## src/rtl/mc_control_if.sv

```systemverilog
// Handshake bundle between the multicycle controller and its datapath/memory.
// master = controller side, slave = datapath side.
interface mc_control_if #(
  parameter int unsigned ALUOP_W = 3
);
  logic [5:0]         opcode;
  logic [5:0]         funct;
  logic               zero;
  logic               mem_ready;
  logic               mem_req;
  logic               mem_we;
  logic               iord;
  logic               ir_write;
  logic               pc_en;
  logic [1:0]         pc_src;
  logic               reg_write;
  logic               reg_dst;
  logic               mem_to_reg;
  logic               alu_src;
  logic [ALUOP_W-1:0] alu_op;
  logic               ext_op;
  logic               jal_en;
  logic               lui_en;
  logic [2:0]         state;
  logic               illegal;

  modport master (
    input  opcode, funct, zero, mem_ready,
    output mem_req, mem_we, iord, ir_write, pc_en, pc_src, reg_write, reg_dst,
           mem_to_reg, alu_src, alu_op, ext_op, jal_en, lui_en, state, illegal
  );

  modport slave (
    output opcode, funct, zero, mem_ready,
    input  mem_req, mem_we, iord, ir_write, pc_en, pc_src, reg_write, reg_dst,
           mem_to_reg, alu_src, alu_op, ext_op, jal_en, lui_en, state, illegal
  );
endinterface

```

## src/rtl/mc_control.sv

```systemverilog
// Multicycle MIPS-subset control FSM with a memory not-ready watchdog and a
// sticky illegal-instruction trap.
module mc_control #(
  parameter int unsigned ALUOP_W     = 3,
  parameter int unsigned MEM_TIMEOUT = 16
) (
  input  logic         clk,
  input  logic         reset,
  mc_control_if.master bus
);

  localparam int unsigned CntW = (MEM_TIMEOUT > 0) ? $clog2(MEM_TIMEOUT + 1) : 1;

  localparam logic [5:0] OpR     = 6'h00;
  localparam logic [5:0] OpJ     = 6'h02;
  localparam logic [5:0] OpJal   = 6'h03;
  localparam logic [5:0] OpBeq   = 6'h04;
  localparam logic [5:0] OpBne   = 6'h05;
  localparam logic [5:0] OpAddi  = 6'h08;
  localparam logic [5:0] OpSlti  = 6'h0A;
  localparam logic [5:0] OpSltiu = 6'h0B;
  localparam logic [5:0] OpAndi  = 6'h0C;
  localparam logic [5:0] OpOri   = 6'h0D;
  localparam logic [5:0] OpXori  = 6'h0E;
  localparam logic [5:0] OpLui   = 6'h0F;
  localparam logic [5:0] OpLw    = 6'h23;
  localparam logic [5:0] OpSw    = 6'h2B;
  localparam logic [5:0] FnJr    = 6'h08;

  typedef enum logic [2:0] {
    StFetch  = 3'd0,
    StDecode = 3'd1,
    StExec   = 3'd2,
    StMem    = 3'd3,
    StWb     = 3'd4,
    StTrap   = 3'd5
  } state_e;

  state_e             r_state, w_state_next;
  logic [CntW-1:0]    r_cnt, w_cnt_next, w_cnt_inc;
  logic               r_illegal;
  logic               w_timeout, w_legal, w_is_jr;

  logic [ALUOP_W-1:0] w_ex_alu_op;
  logic               w_ex_alu_src, w_ex_ext_op, w_ex_lui_en;

  logic               w_mem_req, w_mem_we, w_iord, w_ir_write, w_pc_en;
  logic [1:0]         w_pc_src;
  logic               w_reg_write, w_reg_dst, w_mem_to_reg, w_alu_src;
  logic [ALUOP_W-1:0] w_alu_op;
  logic               w_ext_op, w_jal_en, w_lui_en;

  assign w_is_jr   = (bus.opcode == OpR) && (bus.funct == FnJr);
  assign w_cnt_inc = r_cnt + CntW'(1);
  assign w_timeout = (MEM_TIMEOUT != 0) && (w_cnt_inc == CntW'(MEM_TIMEOUT));

  // ALU controls shared by EXEC and WB so the datapath sees them held.
  always_comb begin
    w_legal      = 1'b1;
    w_ex_alu_op  = ALUOP_W'(0);
    w_ex_alu_src = 1'b0;
    w_ex_ext_op  = 1'b1;
    w_ex_lui_en  = 1'b0;
    case (bus.opcode)
      OpR:                  w_ex_alu_op = ALUOP_W'(2);
      OpAndi, OpOri, OpXori: begin
        w_ex_alu_op  = ALUOP_W'(3);
        w_ex_ext_op  = 1'b0;
        w_ex_alu_src = 1'b1;
      end
      OpAddi, OpLw, OpSw:   w_ex_alu_src = 1'b1;
      OpSlti: begin
        w_ex_alu_op  = ALUOP_W'(4);
        w_ex_alu_src = 1'b1;
      end
      OpSltiu: begin
        w_ex_alu_op  = ALUOP_W'(5);
        w_ex_alu_src = 1'b1;
      end
      OpLui: begin
        w_ex_alu_src = 1'b1;
        w_ex_lui_en  = 1'b1;
      end
      OpJ, OpJal, OpBeq, OpBne: ;
      default:              w_legal = 1'b0;
    endcase
  end

  always_comb begin
    w_state_next = r_state;
    w_mem_req    = 1'b0;
    w_mem_we     = 1'b0;
    w_iord       = 1'b0;
    w_ir_write   = 1'b0;
    w_pc_en      = 1'b0;
    w_pc_src     = 2'd0;
    w_reg_write  = 1'b0;
    w_reg_dst    = 1'b0;
    w_mem_to_reg = 1'b0;
    w_alu_src    = 1'b0;
    w_alu_op     = ALUOP_W'(0);
    w_ext_op     = 1'b1;
    w_jal_en     = 1'b0;
    w_lui_en     = 1'b0;

    case (r_state)
      StFetch: begin
        w_mem_req = 1'b1;
        if (bus.mem_ready) begin
          w_ir_write   = 1'b1;
          w_pc_en      = 1'b1;
          w_state_next = StDecode;
        end else if (w_timeout) begin
          w_state_next = StTrap;
        end
      end
      StDecode: begin
        if (!w_legal) begin
          w_state_next = StTrap;
        end else if (bus.opcode == OpJ || bus.opcode == OpJal || w_is_jr) begin
          w_pc_en      = 1'b1;
          w_pc_src     = w_is_jr ? 2'd3 : 2'd2;
          w_reg_write  = (bus.opcode == OpJal);
          w_jal_en     = (bus.opcode == OpJal);
          w_state_next = StFetch;
        end else begin
          w_state_next = StExec;
        end
      end
      StExec: begin
        w_alu_op  = w_ex_alu_op;
        w_alu_src = w_ex_alu_src;
        w_ext_op  = w_ex_ext_op;
        w_lui_en  = w_ex_lui_en;
        case (bus.opcode)
          OpBeq, OpBne: begin
            w_alu_op     = ALUOP_W'(1);
            w_pc_src     = 2'd1;
            w_pc_en      = (bus.opcode == OpBeq) ? bus.zero : ~bus.zero;
            w_state_next = StFetch;
          end
          OpLw, OpSw: w_state_next = StMem;
          OpR, OpAddi, OpSlti, OpSltiu, OpAndi, OpOri, OpXori, OpLui:
            w_state_next = StWb;
          default:    w_state_next = StTrap;
        endcase
      end
      StMem: begin
        w_mem_req = 1'b1;
        w_iord    = 1'b1;
        w_mem_we  = (bus.opcode == OpSw);
        if (bus.mem_ready) begin
          w_state_next = (bus.opcode == OpLw) ? StWb : StFetch;
        end else if (w_timeout) begin
          w_state_next = StTrap;
        end
      end
      StWb: begin
        w_alu_op     = w_ex_alu_op;
        w_alu_src    = w_ex_alu_src;
        w_ext_op     = w_ex_ext_op;
        w_lui_en     = w_ex_lui_en;
        w_reg_write  = 1'b1;
        w_reg_dst    = (bus.opcode == OpR);
        w_mem_to_reg = (bus.opcode == OpLw);
        w_state_next = StFetch;
      end
      StTrap:  w_state_next = StTrap;
      default: w_state_next = StTrap;
    endcase

    // Reset aborts the current cycle's side effects immediately.
    if (reset) begin
      w_mem_req   = 1'b0;
      w_mem_we    = 1'b0;
      w_ir_write  = 1'b0;
      w_pc_en     = 1'b0;
      w_reg_write = 1'b0;
    end
  end

  always_comb begin
    w_cnt_next = r_cnt;
    if (w_state_next != r_state) begin
      w_cnt_next = '0;
    end else if ((r_state == StFetch || r_state == StMem) && !bus.mem_ready) begin
      w_cnt_next = w_cnt_inc;
    end
  end

  always_ff @(posedge clk) begin
    if (reset) begin
      r_state   <= StFetch;
      r_cnt     <= '0;
      r_illegal <= 1'b0;
    end else begin
      r_state   <= w_state_next;
      r_cnt     <= w_cnt_next;
      r_illegal <= r_illegal | (w_state_next == StTrap);
    end
  end

  assign bus.mem_req    = w_mem_req;
  assign bus.mem_we     = w_mem_we;
  assign bus.iord       = w_iord;
  assign bus.ir_write   = w_ir_write;
  assign bus.pc_en      = w_pc_en;
  assign bus.pc_src     = w_pc_src;
  assign bus.reg_write  = w_reg_write;
  assign bus.reg_dst    = w_reg_dst;
  assign bus.mem_to_reg = w_mem_to_reg;
  assign bus.alu_src    = w_alu_src;
  assign bus.alu_op     = w_alu_op;
  assign bus.ext_op     = w_ext_op;
  assign bus.jal_en     = w_jal_en;
  assign bus.lui_en     = w_lui_en;
  assign bus.state      = r_state;
  assign bus.illegal    = r_illegal;

endmodule
```

## src/flat_wrapper.sv

```systemverilog
// flat-port wrapper written by rule: the top's interface ports become plain ports
module mc_control_flat 
#(
  parameter int unsigned ALUOP_W     = 3,
  parameter int unsigned MEM_TIMEOUT = 16
)
  (clk, reset, bus_opcode, bus_funct, bus_zero, bus_mem_ready, bus_mem_req, bus_mem_we, bus_iord, bus_ir_write, bus_pc_en, bus_pc_src, bus_reg_write, bus_reg_dst, bus_mem_to_reg, bus_alu_src, bus_alu_op, bus_ext_op, bus_jal_en, bus_lui_en, bus_state, bus_illegal);
  mc_control_if #(.ALUOP_W(ALUOP_W)) bus_i ();
  input  logic clk;
  input  logic reset;
  input wire logic [$bits(bus_i.opcode)-1:0] bus_opcode;
  input wire logic [$bits(bus_i.funct)-1:0] bus_funct;
  input wire logic [$bits(bus_i.zero)-1:0] bus_zero;
  input wire logic [$bits(bus_i.mem_ready)-1:0] bus_mem_ready;
  output wire logic [$bits(bus_i.mem_req)-1:0] bus_mem_req;
  output wire logic [$bits(bus_i.mem_we)-1:0] bus_mem_we;
  output wire logic [$bits(bus_i.iord)-1:0] bus_iord;
  output wire logic [$bits(bus_i.ir_write)-1:0] bus_ir_write;
  output wire logic [$bits(bus_i.pc_en)-1:0] bus_pc_en;
  output wire logic [$bits(bus_i.pc_src)-1:0] bus_pc_src;
  output wire logic [$bits(bus_i.reg_write)-1:0] bus_reg_write;
  output wire logic [$bits(bus_i.reg_dst)-1:0] bus_reg_dst;
  output wire logic [$bits(bus_i.mem_to_reg)-1:0] bus_mem_to_reg;
  output wire logic [$bits(bus_i.alu_src)-1:0] bus_alu_src;
  output wire logic [$bits(bus_i.alu_op)-1:0] bus_alu_op;
  output wire logic [$bits(bus_i.ext_op)-1:0] bus_ext_op;
  output wire logic [$bits(bus_i.jal_en)-1:0] bus_jal_en;
  output wire logic [$bits(bus_i.lui_en)-1:0] bus_lui_en;
  output wire logic [$bits(bus_i.state)-1:0] bus_state;
  output wire logic [$bits(bus_i.illegal)-1:0] bus_illegal;
  assign bus_i.opcode = bus_opcode;
  assign bus_i.funct = bus_funct;
  assign bus_i.zero = bus_zero;
  assign bus_i.mem_ready = bus_mem_ready;
  assign bus_mem_req = bus_i.mem_req;
  assign bus_mem_we = bus_i.mem_we;
  assign bus_iord = bus_i.iord;
  assign bus_ir_write = bus_i.ir_write;
  assign bus_pc_en = bus_i.pc_en;
  assign bus_pc_src = bus_i.pc_src;
  assign bus_reg_write = bus_i.reg_write;
  assign bus_reg_dst = bus_i.reg_dst;
  assign bus_mem_to_reg = bus_i.mem_to_reg;
  assign bus_alu_src = bus_i.alu_src;
  assign bus_alu_op = bus_i.alu_op;
  assign bus_ext_op = bus_i.ext_op;
  assign bus_jal_en = bus_i.jal_en;
  assign bus_lui_en = bus_i.lui_en;
  assign bus_state = bus_i.state;
  assign bus_illegal = bus_i.illegal;
  mc_control #(.ALUOP_W(ALUOP_W), .MEM_TIMEOUT(MEM_TIMEOUT)) u_core (.clk(clk), .reset(reset), .bus(bus_i));
endmodule
```

## config.mk

```make
export PLATFORM = sky130hd
export DESIGN_NAME = mc_control_flat
export DESIGN_NICKNAME = d
export VERILOG_FILES = /design/src/rtl/mc_control_if.sv /design/src/rtl/mc_control.sv /design/src/flat_wrapper.sv
export SDC_FILE = /design/constraint.sdc
export NUM_CORES = 1
export LEC_CHECK = 0
export ABC_AREA = 0
export BUFFER_PORTS_ARGS = -buffer_cell sky130_fd_sc_hd__buf_4
export CORE_MARGIN = 3
export CORE_UTILIZATION = 30
export DETAILED_ROUTE_END_ITERATION = 16
export PLACE_DENSITY = 0.53
export SETUP_SLACK_MARGIN = 0.15
export SLEW_MARGIN = 40
export SYNTH_ARGS = -nofsm -noshare
export SYNTH_HDL_FRONTEND = slang
export SYNTH_SLANG_ARGS = --single-unit
```

## constraint.sdc

```tcl
create_clock -name clk -period 3.75 [get_ports clk]
set_input_delay 0.375 -clock clk [delete_from_list [all_inputs] [get_ports clk]]
set_output_delay 0.375 -clock clk [all_outputs]
set_load 0.02 [all_outputs]
```

Word-level counts from Yosys, hierarchy flattened:

Index checks and enable logic that the tools add are counted.

* output and inout bits: 21
* logic and storage cells: 88
* memories: 0
* bits in read-only memories: 0
* bits in latches: 0
* memory bits (writable): 0
* bits in registers: 9
* input bits: 16

* reductions and logical operators: 17
* multipliers: 0
* add/subtract/negate cells: 1
* order comparisons: 0
* div/mod/pow operators: 0
* mux-type cells: 44
* shift-type cells: 0
* bitwise logic cells: 2
* equal/unequal tests: 21

Operators with widths (number)
* $eq 6x4->1 const B: 8
* $mux 1: 28
* $mux 3: 6
* $pmux 3 s5: 1
* $reduce_or 14->1: 1
* $eq 6x2->1 const B: 2
* $eq 6x3->1 const B: 2
* $eq 6x6->1 const B: 2
* $pmux 3 s4: 1
* $reduce_or 2->1: 5
* $pmux 3 s3: 1
* $reduce_or 9->1: 1
* $reduce_or 8->1: 1
* $eq 3x2->1 const B: 2
* $eq 3x3->1 const B: 2
* $logic_not 6->1: 1
* $mux 2: 3
* $pmux 3 s2: 1
* $add 5x1->5 const B: 1
* $eq 5x5->1 const B: 1
* $pmux 2 s2: 1
* $eq 3x1->1 const B: 1
* $logic_not 3->1: 1
* $logic_or 1x1->1: 3
* 8 further kinds: 9

Depth between registers and ports, before layout:

Gate-level depths: netlist of the first run.

* depth after elaboration: 8
* mapped depth: 7
* gate-level depth less buffers: 6

Worst setup path before layout of the first run:

No wires, ideal clock.

* kind: input-to-output
* start point: input port bus_funct[2]
* end point: output port bus_pc_en
* buffers on the path: 0
* arrival time: 1.948 ns
* path slack: 1.427 ns
* stages on the path: 5
* data required time: 3.375 ns
* path through: or4b_2 > nor3_1 > a22oi_1 > nor2_1 > o21a_1

* word-level cells in the longest chain between the ends: 7

RTL lines
* start, declared: line flat_wrapper.sv:12 `input wire logic [$bits(bus_i.funct)-1:0] bus_funct;`
* $eq 6x4->1: line mc_control.sv:53 `assign w_is_jr = (bus.opcode == OpR) && (bus.funct == FnJr);`
* $logic_and 1x1->1: line mc_control.sv:53
* $logic_or 1x1->1: line mc_control.sv:120 `end else if (bus.opcode == OpJ || bus.opcode == OpJal || w_is_jr) begin`
* $mux 1: line mc_control.sv:120
* $mux 1: line mc_control.sv:118 `if (!w_legal) begin`
* $pmux 1 s3: line mc_control.sv:106 `case (r_state)`
* $mux 1: line mc_control.sv:173 `if (reset) begin`
* end, declared: line flat_wrapper.sv:19 `output wire logic [$bits(bus_i.pc_en)-1:0] bus_pc_en;`

Every way passes these cells.

Worst setup path in the final report of the first run:

* start point: register u_core.r_state[1], in the netlist u_core.bus.state[1]
* end point: output port bus_alu_op[2]

* word-level cells in the longest chain between the ends: 2
* elaborated cells on any way between the ends: 3
* classes of those cells: eq/ne: 2; mux: 1

RTL lines
* start, declared: line mc_control.sv:39 `state_e r_state, w_state_next;`
* start signal, assigned: line mc_control.sv:193 `r_state <= StFetch;`
* start signal, assigned: line mc_control.sv:197 `r_state <= w_state_next;`
* $eq 3x3->1 / $eq 3x2->1 (equally long branches): line mc_control.sv:106
* $pmux 3 s2 *: line mc_control.sv:106
* end, declared: line flat_wrapper.sv:25 `output wire logic [$bits(bus_i.alu_op)-1:0] bus_alu_op;`

Mark *: on every way between the ends. The rest lies on a longest branch, timed or not.

==> impl_metrics.csv, run 1 <==
group,metric,value,unit
outcome,outcome,"complete, no violations",
clock_tree,hold_buffers,0,
logic_synthesis,yosys.area.top_type,"dfxtp_1",
detailed_routing,post_drt_wl_per_cell,13.74,um
detailed_routing,viasPerCell,5.197,
finish,syn_to_final_growth,31.09,%
setup_path,cp_data_arrival_time,2.11,ns
timing,finalSetupViolations,0,
min_path,min_path_type,"primary input to register",
detailed_routing,first_pass_iters,4,
logic_synthesis,ys_seq_area_share,18.27,%
setup_path,cp_max_fo,10,
grt,grt_use_total,14.24,%
placed_design,gp_congestion,0.7921,
detailed_routing,wirelength,2927,um
logic_synthesis,synth_area,985.9,um2
logic_synthesis,ys_ff_latch,9,
logic_synthesis,synthTopCellsByArea,"dfxtp_1, nor2_1, a21oi_1",
logic_synthesis,yosysMostFrequentCell,"nor2_1",
die,die_x,63.33,um
timing,final-hold-violation-count,0,
logic_synthesis,ys.flop_type,"dfxtp_1",
finish,num_antenna_cells,0,
die,start_util,31.77,%
timing,fmax,403.0,MHz
timing,finalMaxSlewViolations,0,
logic_synthesis,synth_top_area_share,18.27,%
finish,layout-drive-gt1-share,26.63,%
timing,rsz0062_at_grt,"no",
setup_path,rrSetupSlack,1.62,ns
finish,n_fill_cell,362,
finish,fin_util,41.65,%
clock_tree,cts_tree,"yes",
power,power_density,266.1,mW/mm2
logic_synthesis,syn-instance-count,137,
clock_tree,cts_buffers,3,
clock_tree,root_buffer,"clkbuf_4",
die,ios,37,
clock_tree,post_cts_buffers,0,
setup_path,required,3.38,ns
clock_tree,h-tree-depth,1,
timing,skew,0.004969,ns
timing,fin_crit_sh,66.17,%
grt,grt_pass1_vias,1042,
clock_tree,cts.sink_count,9,
timing,min_period,2.481,ns
finish,design_area,0.001292,mm2
die,fp.dieArea,0.004010,mm2
placed_design,dpl_cell_area,0.001266,mm2
logic_synthesis,syn-num-nets,154,
timing,tns,0,ns
grt,grt_max_degree,15,
setup_path,endpoint_kind,"primary output",
logic_synthesis,synth_area_per_cell,7.197,um2
finish,fin_cells,213,
logic_synthesis,synth_edf_count,0,
clock_tree,clkLatencyLatePin,0.26,ns
setup_path,critical_path_class,"register to primary output",
detailed_routing,drtIter0Drc,87,
logic_synthesis,ys.warnings.count,0,
die,core-area,0.003103,mm2
detailed_routing,postRouteAntennaNets,0,
logic_synthesis,yosys-top-cells-count,"nor2_1, a21oi_1, dfxtp_1, nand2_1",
die,row_count,20,
flow_run,maxCapViolCount,0,
grt,antenna_found_initial,0,
grt,overflow,0,
placed_design,dp_hpwl,2338,um
placed_design,port_buffers,36,
clock_tree,cts_resized,0,
logic_synthesis,synth.distinct_cells,43,
power,vdd_drop_max,0.0002025,V
detailed_routing,drc,0,
clock_tree,clock_path_buffers,2,
setup_path,start_kind,"register",
placed_design,dpl.cell_count,209,
die,die_height,63.33,um
finish,nNetsFinal,187,
timing,max_slew_margin,65.83,%
detailed_routing,num_vias,1107,
grt,grt_pass1_wl,4767,um
power,leakage,0.5431,nW
logic_synthesis,async_flop_share,0,%
clock_tree,clkSlewWorstSetupHoldPaths,0.06,ns
timing,worstMarginPinSlew,0.5090,ns
timing,hold_ws,0.3518,ns
-- logic make-up after synthesis --
family | after synthesis | synth area share [%]
AO/OA/AOI/OAI | 32 | 21.83
XOR/XNOR | 8 | 7.107
buffers and inverters | 15 | 7.234
multiplexers | 2 | 2.031
adder cells (fa/ha/maj) | 1 | 1.269
AND/OR/NAND/NOR | 70 | 42.26
flip-flops | 9 | 18.27
-- critical path, stage by stage, from the launching register on --
cell and delay, ns:
dfxtp_1 0.53, inv_1 0.19, nor2_1 0.37, o21a_1 0.25, nand3_1 0.14, nor3b_1 0.20
buf_4 0.17
-- per-stage QoR --
step | total power [mW] | worst slack (ns)
detailed placement | 0.2726 | 1.343
global placement | 0.2701 | 1.355
global route | 0.3696 | 0.9857
CTS | 0.3486 | 1.267
finish | 0.3439 | 1.269
floorplan | 0.2212 | 1.427
-- placed cells by master, fill, tap and decap left out, drive strengths merged --
cell	n
a211oi	1
a21o	1
a21oi	10
a22oi	1
a311o	2
a311oi	1
a31oi	2
and2	1
and3	5
buf	36
clkbuf	4
dfxtp	9
ha	1
inv	7
mux2i	2
nand2	8
nand2b	7
nand3	7
nand3b	1
nand4	1
nand4b	1
nor2	14
nor2b	3
nor3	7
nor3b	4
nor4	1
nor4b	4
o2111ai	1
o211a	1
o211ai	2
o21a	3
o21ai	4
o21bai	1
o22ai	2
or2	1
or3	1
or4	2
or4b	2
xnor2	5
xor2	3
-- worst paths after layout --
check,startpoint,cells after the start,end
setup reg to reg,u_core.bus.state[1],6,u_core.r_cnt[3]
hold reg to reg,u_core.bus.illegal,2,u_core.bus.illegal
hold / removal,reset,2,u_core.bus.state[1]
setup / recovery,u_core.bus.state[1],6,bus_alu_op[2]
-- state kept, by name, summed over array words and instances (netlist names) --
register            count
u_core.r_cnt            5
u_core.bus.state        3
u_core.bus.illegal      1
-- power by group --
part           internal (mW)  total, mW  switching [mW]
sequential             0.103      0.120          0.0164
clock                 0.0409     0.0739          0.0329
combinational         0.0647      0.150          0.0858
-- per-layer routing --
metal	share of wire (%)	up-vias	track usage [%]	wire length [um]
li1	-	562	-	-
met1	45	514	17.28	1320
met2	50	29	25.68	1458
met3	4.6	2	2.852	135
met4	0.41	0	2.965	12
met5	0	-	0	0
-- layout make-up --
class / instances / area (um2) / area share [%]
repair buffers: 36 / 270.3 / 20.91
flip-flops and latches: 9 / 180.2 / 13.94
clock buffers: 4 / 26.28 / 2.033
multi-input cells: 113 / 734.5 / 56.82
inverters: 7 / 26.28 / 2.033
well taps: 44 / 55.05 / 4.259
Note: power is estimated with default switching activity, not from simulation.
==> run 2: changes to the inputs <==
- clock period: 3.75 -> 2.55 ns (I/O delays scaled with it)
==> impl_metrics.csv, run 2 (same netlist as run 1, synthesis figures left out) <==
group,metric,value,unit
outcome,outcome,"complete, no violations",
finish,final_common_cell,"buf_4",
clock_tree,clock_path_buffers,2,
timing,worstMarginPinSlew,0.4850,ns
power,power_density,390.7,mW/mm2
finish,regMostFlops,"u_core.r_cnt",
timing,fin_crit_sh,84.28,%
setup_path,critical_path_class,"primary input to primary output",
clock_tree,h-tree-depth,1,
setup_path,cp-startpoint,"bus_opcode[1]",
timing,fmax,465.3,MHz
timing,finalSetupViolations,0,
min_path,min_path_type,"primary input to register",
die,core-area,0.003103,mm2
timing,final-hold-violation-count,0,
setup_path,cpPeakStageDelay,0.68,ns
clock_tree,clkLatencyLatePin,0.26,ns
grt,grt_pass1_wl,4823,um
placed_design,gp_congestion,0.8095,
clock_tree,root_buffer,"clkbuf_4",
setup_path,endpoint_kind,"primary output",
timing,finalMaxSlewViolations,0,
die,fp.dieArea,0.004010,mm2
power,p_total,0.5093,mW
setup_path,start_kind,"primary input",
die,ios,37,
finish,final_cell_mix,"buf_4, nor2_1, a21oi_1",
detailed_routing,first_pass_iters,4,
grt,grt_use_total,14.58,%
detailed_routing,post_drt_wl_per_cell,13.46,um
flow_run,maxCapViolCount,0,
timing,max_slew_margin,67.33,%
grt,antenna_found_initial,0,
setup_path,cp_common_cell,"buf_4",
detailed_routing,postRouteAntennaNets,0,
setup_path,cp_data_arrival_time,1.89,ns
detailed_routing,viasPerCell,5.196,
finish,fin_util,42.02,%
finish,largest_register_ffs,5,
finish,layout-drive-gt1-share,28.24,%
clock_tree,cts_buffers,3,
detailed_routing,drtIter0Drc,58,
power,vdd_drop_max,0.0002504,V
finish,syn_to_final_growth,32.23,%
setup_path,cp_max_fo,9,
setup_path,reg2regPathDepth,6,
die,die_x,63.33,um
clock_tree,cts_tree,"yes",
finish,nNetsFinal,188,
placed_design,port_buffers,36,
detailed_routing,wirelength,2880,um
grt,grt_max_degree,15,
timing,skew,0.009739,ns
setup_path,crit_chain,"buf_4 > or4b_2 > nand2b_1 > nor3_1 > a21oi_1 > nor2_1 > o21a_1 > buf_4",
timing,min_period,2.149,ns
die,die_height,63.33,um
die,start_util,31.77,%
power,leakage,0.5482,nW
grt,grt_pass1_vias,1031,
grt,overflow,0,
placed_design,dp_hpwl,2298,um
setup_path,rrSetupSlack,0.58,ns
timing,tns,0,ns
setup_path,r2r_start,"u_core.bus.state[1]",
clock_tree,post_cts_buffers,0,
clock_tree,clkSlewWorstSetupHoldPaths,0.06,ns
setup_path,crit_end,"bus_pc_en",
clock_tree,cts.sink_count,9,
die,row_count,20,
timing,hold_ws,0.2157,ns
detailed_routing,drc,0,
detailed_routing,num_vias,1112,
setup_path,r2r-end,"u_core.r_cnt[1]",
timing,rsz0062_at_grt,"no",
setup_path,required,2.30,ns
finish,num_antenna_cells,0,
setup_path,critPathSlowestCell,"or4b_2",
## run 2: worst min-delay path by stage
stage | start | endpoint | slack, ns | cells after the start
floorplan | reset | u_core.bus.state[1] | 0.32 | 1
global placement | u_core.bus.illegal | u_core.bus.illegal | 0.46 | 2
detailed placement | u_core.bus.illegal | u_core.bus.illegal | 0.46 | 2
CTS | reset | u_core.bus.state[1] | 0.22 | 2
global route | reset | u_core.bus.state[1] | 0.21 | 2
finish | reset | u_core.bus.state[1] | 0.22 | 2
## run 2: metrics by stage
step | setup WS [ns] | area (um2) | instances
2_1_floorplan | 0.4675 | 985.9 | 137
3_5_place_dp | 0.3982 | 1274 | 210
3_3_place_gp | 0.4067 | 1274 | 210
6_report | 0.4010 | 1304 | 214
5_1_grt | 0.2429 | 1304 | 214
4_1_cts | 0.1767 | 1300 | 214
## run 2: critical path: cells and delay by family
family,cells,cell delay (ns)
and+or+nand+nor,4,1.19
AOI/OAI and AO/OA,2,0.17
buffers and inverters,2,0.28
## run 2: final cells by class
class                   instances  area (um2)
flip-flops and latches          9       181.4
fillers                       350        1799
well taps                      44       55.05
multi-input cells             113       737.0
clock buffers                   4       26.28
inverters                       7       26.28
repair buffers                 37       277.8
## run 2: where the power goes
part           total [mW]  internal, mW  switching (mW)
registers           0.168         0.152          0.0158
logic               0.233        0.0989           0.135
clock network       0.108        0.0601          0.0481
total               0.509         0.311           0.198
## run 2: timing repair
action,CTS,global route
gates resized for setup,0,2
hold buffers,0,0
setup endpoints to repair,0,4
## run 2: metal layers
layer / GRT usage (%) / part of all wire (%)
met2: 25.29 / 49
met4: 5.930 / 1.0
met5: 0 / 0
met1: 17.62 / 44
met3: 2.496 / 5.7
==> run 3: changes to the inputs <==
- clock period: 2.55 -> 2.1 ns (I/O delays scaled with it)
==> impl_metrics.csv, run 3 (same netlist as run 1, synthesis figures left out) <==
group,metric,value,unit
detailed_routing,drtIter0Drc,35,
grt,grt_use_total,15.58,%
detailed_routing,viasPerCell,5.213,
placed_design,gp_congestion,0.8378,
die,die_height,63.33,um
detailed_routing,num_vias,1152,
timing,skew,0.003282,ns
min_path,min_path_type,"primary input to register",
clock_tree,h-tree-depth,1,
power,power_density,460.1,mW/mm2
die,core-area,0.003103,mm2
finish,layout-drive-gt1-share,38.42,%
outcome,outcome,"complete, no violations",
finish,final_common_cell,"buf_4",
finish,final_cell_mix,"buf_4, nor2_1, a21oi_1",
clock_tree,cts_tree,"yes",
timing,min_period,1.917,ns
setup_path,endpoint_kind,"primary output",
die,ios,37,
setup_path,cp_data_arrival_time,1.71,ns
die,die_x,63.33,um
timing,fmax,521.5,MHz
timing,finalMaxSlewViolations,0,
clock_tree,cts_buffers,3,
clock_tree,cts.sink_count,9,
clock_tree,root_buffer,"clkbuf_4",
detailed_routing,postRouteAntennaNets,0,
finish,register_area,188.9,um2
grt,gr-usage-met3,3.922,%
timing,final-hold-violation-count,0,
flow_run,maxCapViolCount,0,
grt,grt_pass1_vias,1122,
detailed_routing,post_drt_wl_per_cell,14.04,um
timing,fin_crit_sh,91.31,%
grt,top_usage_layer,"met2",
finish,syn_to_final_growth,45.18,%
detailed_routing,drc,0,
placed_design,port_buffers,36,
grt,antenna_found_initial,0,
clock_tree,post_cts_buffers,0,
placed_design,dpl.cell_count,217,
setup_path,cp_max_fo,9,
grt,grt_max_degree,15,
timing,rsz0062_at_grt,"yes",
setup_path,required,1.89,ns
finish,multi_input_area,804.5,um2
finish,regMostFlops,"u_core.r_cnt",
grt,overflow,0,
clock_tree,clkLatencyLatePin,0.26,ns
clock_tree,hold_buffers,0,
setup_path,cpPeakStageDelay,0.60,ns
die,start_util,31.77,%
setup_path,crit_chain,"buf_4 > or4_1 > nor3_1 > a21oi_1 > nor3_1 > buf_4",
finish,fin_cells,221,
die,fp.dieArea,0.004010,mm2
finish,largest_register_ffs,5,
grt,gr-usage-met1,19.24,%
power,leakage,0.6095,nW
grt,grt_pass1_wl,5195,um
die,row_count,20,
finish,num_antenna_cells,0,
finish,nNetsFinal,195,
setup_path,critPathSlowestCell,"or4_1",
power,p_total,0.6586,mW
timing,max_slew_margin,73.01,%
timing,tns,0,ns
finish,n_fill_cell,343,
placed_design,dp_hpwl,2422,um
timing,finalSetupViolations,0,
timing,worstMarginPinSlew,0.4007,ns
detailed_routing,first_pass_iters,4,
setup_path,critical_path_class,"primary input to primary output",
setup_path,start_kind,"primary input",
clock_tree,clkSlewWorstSetupHoldPaths,0.06,ns
power,vdd_drop_max,0.0003164,V
detailed_routing,wirelength,3102,um
grt,globalRouteMet2Util,26.73,%
clock_tree,clock_path_buffers,2,
run 3: cell count changes in the layout (fill, tap and decap cells not counted), sizes merged:
cell,change
buf,+7
run 3: final timing paths:
| check | start | endpoint | slack, ns | cells after the start |
|---|---|---|---|---|
| max | bus_opcode[3] | bus_alu_op[1] | 0.18 | 6 |
| min | reset | u_core.bus.state[0] | 0.18 | 2 |
| max reg2reg | u_core.bus.state[1] | u_core.r_cnt[3] | 0.27 | 7 |
| min reg2reg | u_core.bus.illegal | u_core.bus.illegal | 0.47 | 2 |
run 3: layer usage:
layer | share of wire (%) | vias to the layer above
li1 | - | 583
met1 | 45 | 531
met2 | 47 | 38
met3 | 8.2 | 0
met4 | 0 | 0
met5 | 0 | -
run 3: where the power goes:
group | internal [mW] | switching (mW) | leakage, nW
clock network | 0.0731 | 0.0591 | 0.0150
registers | 0.187 | 0.0291 | 0.0750
logic | 0.140 | 0.170 | 0.519
total | 0.400 | 0.258 | 0.609
run 3: area by class of cell:
| class | instances | share of cell area [%] |
|---|---|---|
| repair buffers | 44 | 23.08 |
| well taps | 44 | 3.846 |
| inverters | 7 | 1.836 |
| multi-input cells | 113 | 56.21 |
| flip-flops and latches | 9 | 13.20 |
| clock buffers | 4 | 1.836 |
run 3: through the flow:
stage | setup WS, ns | hold WS (ns) | util, % | instance area (um2)
5_1_grt | 0.1033 | 0.1852 | 46.13 | 1431
2_1_floorplan | 0.1574 | 0.2791 | - | 993.5
3_5_place_dp | 0.009659 | 0.4536 | 42.98 | 1334
4_1_cts | 0.09646 | 0.1662 | 44.52 | 1381
6_report | 0.1825 | 0.1781 | 46.13 | 1431
3_3_place_gp | 0.05220 | 0.4535 | 42.98 | 1334
run 3: what timing repair did:
action,CTS,global route
cloned,0,0
resized for setup,6,11
pin swaps,1,2
setup endpoints to repair,8,14
run 3: critical path, delay by kind of cell:
| kind | cells | cell delay [ns] |
|---|---|---|
| simple gates | 3 | 1.10 |
| buf+inv | 2 | 0.33 |
| compound gates | 1 | 0.07 |
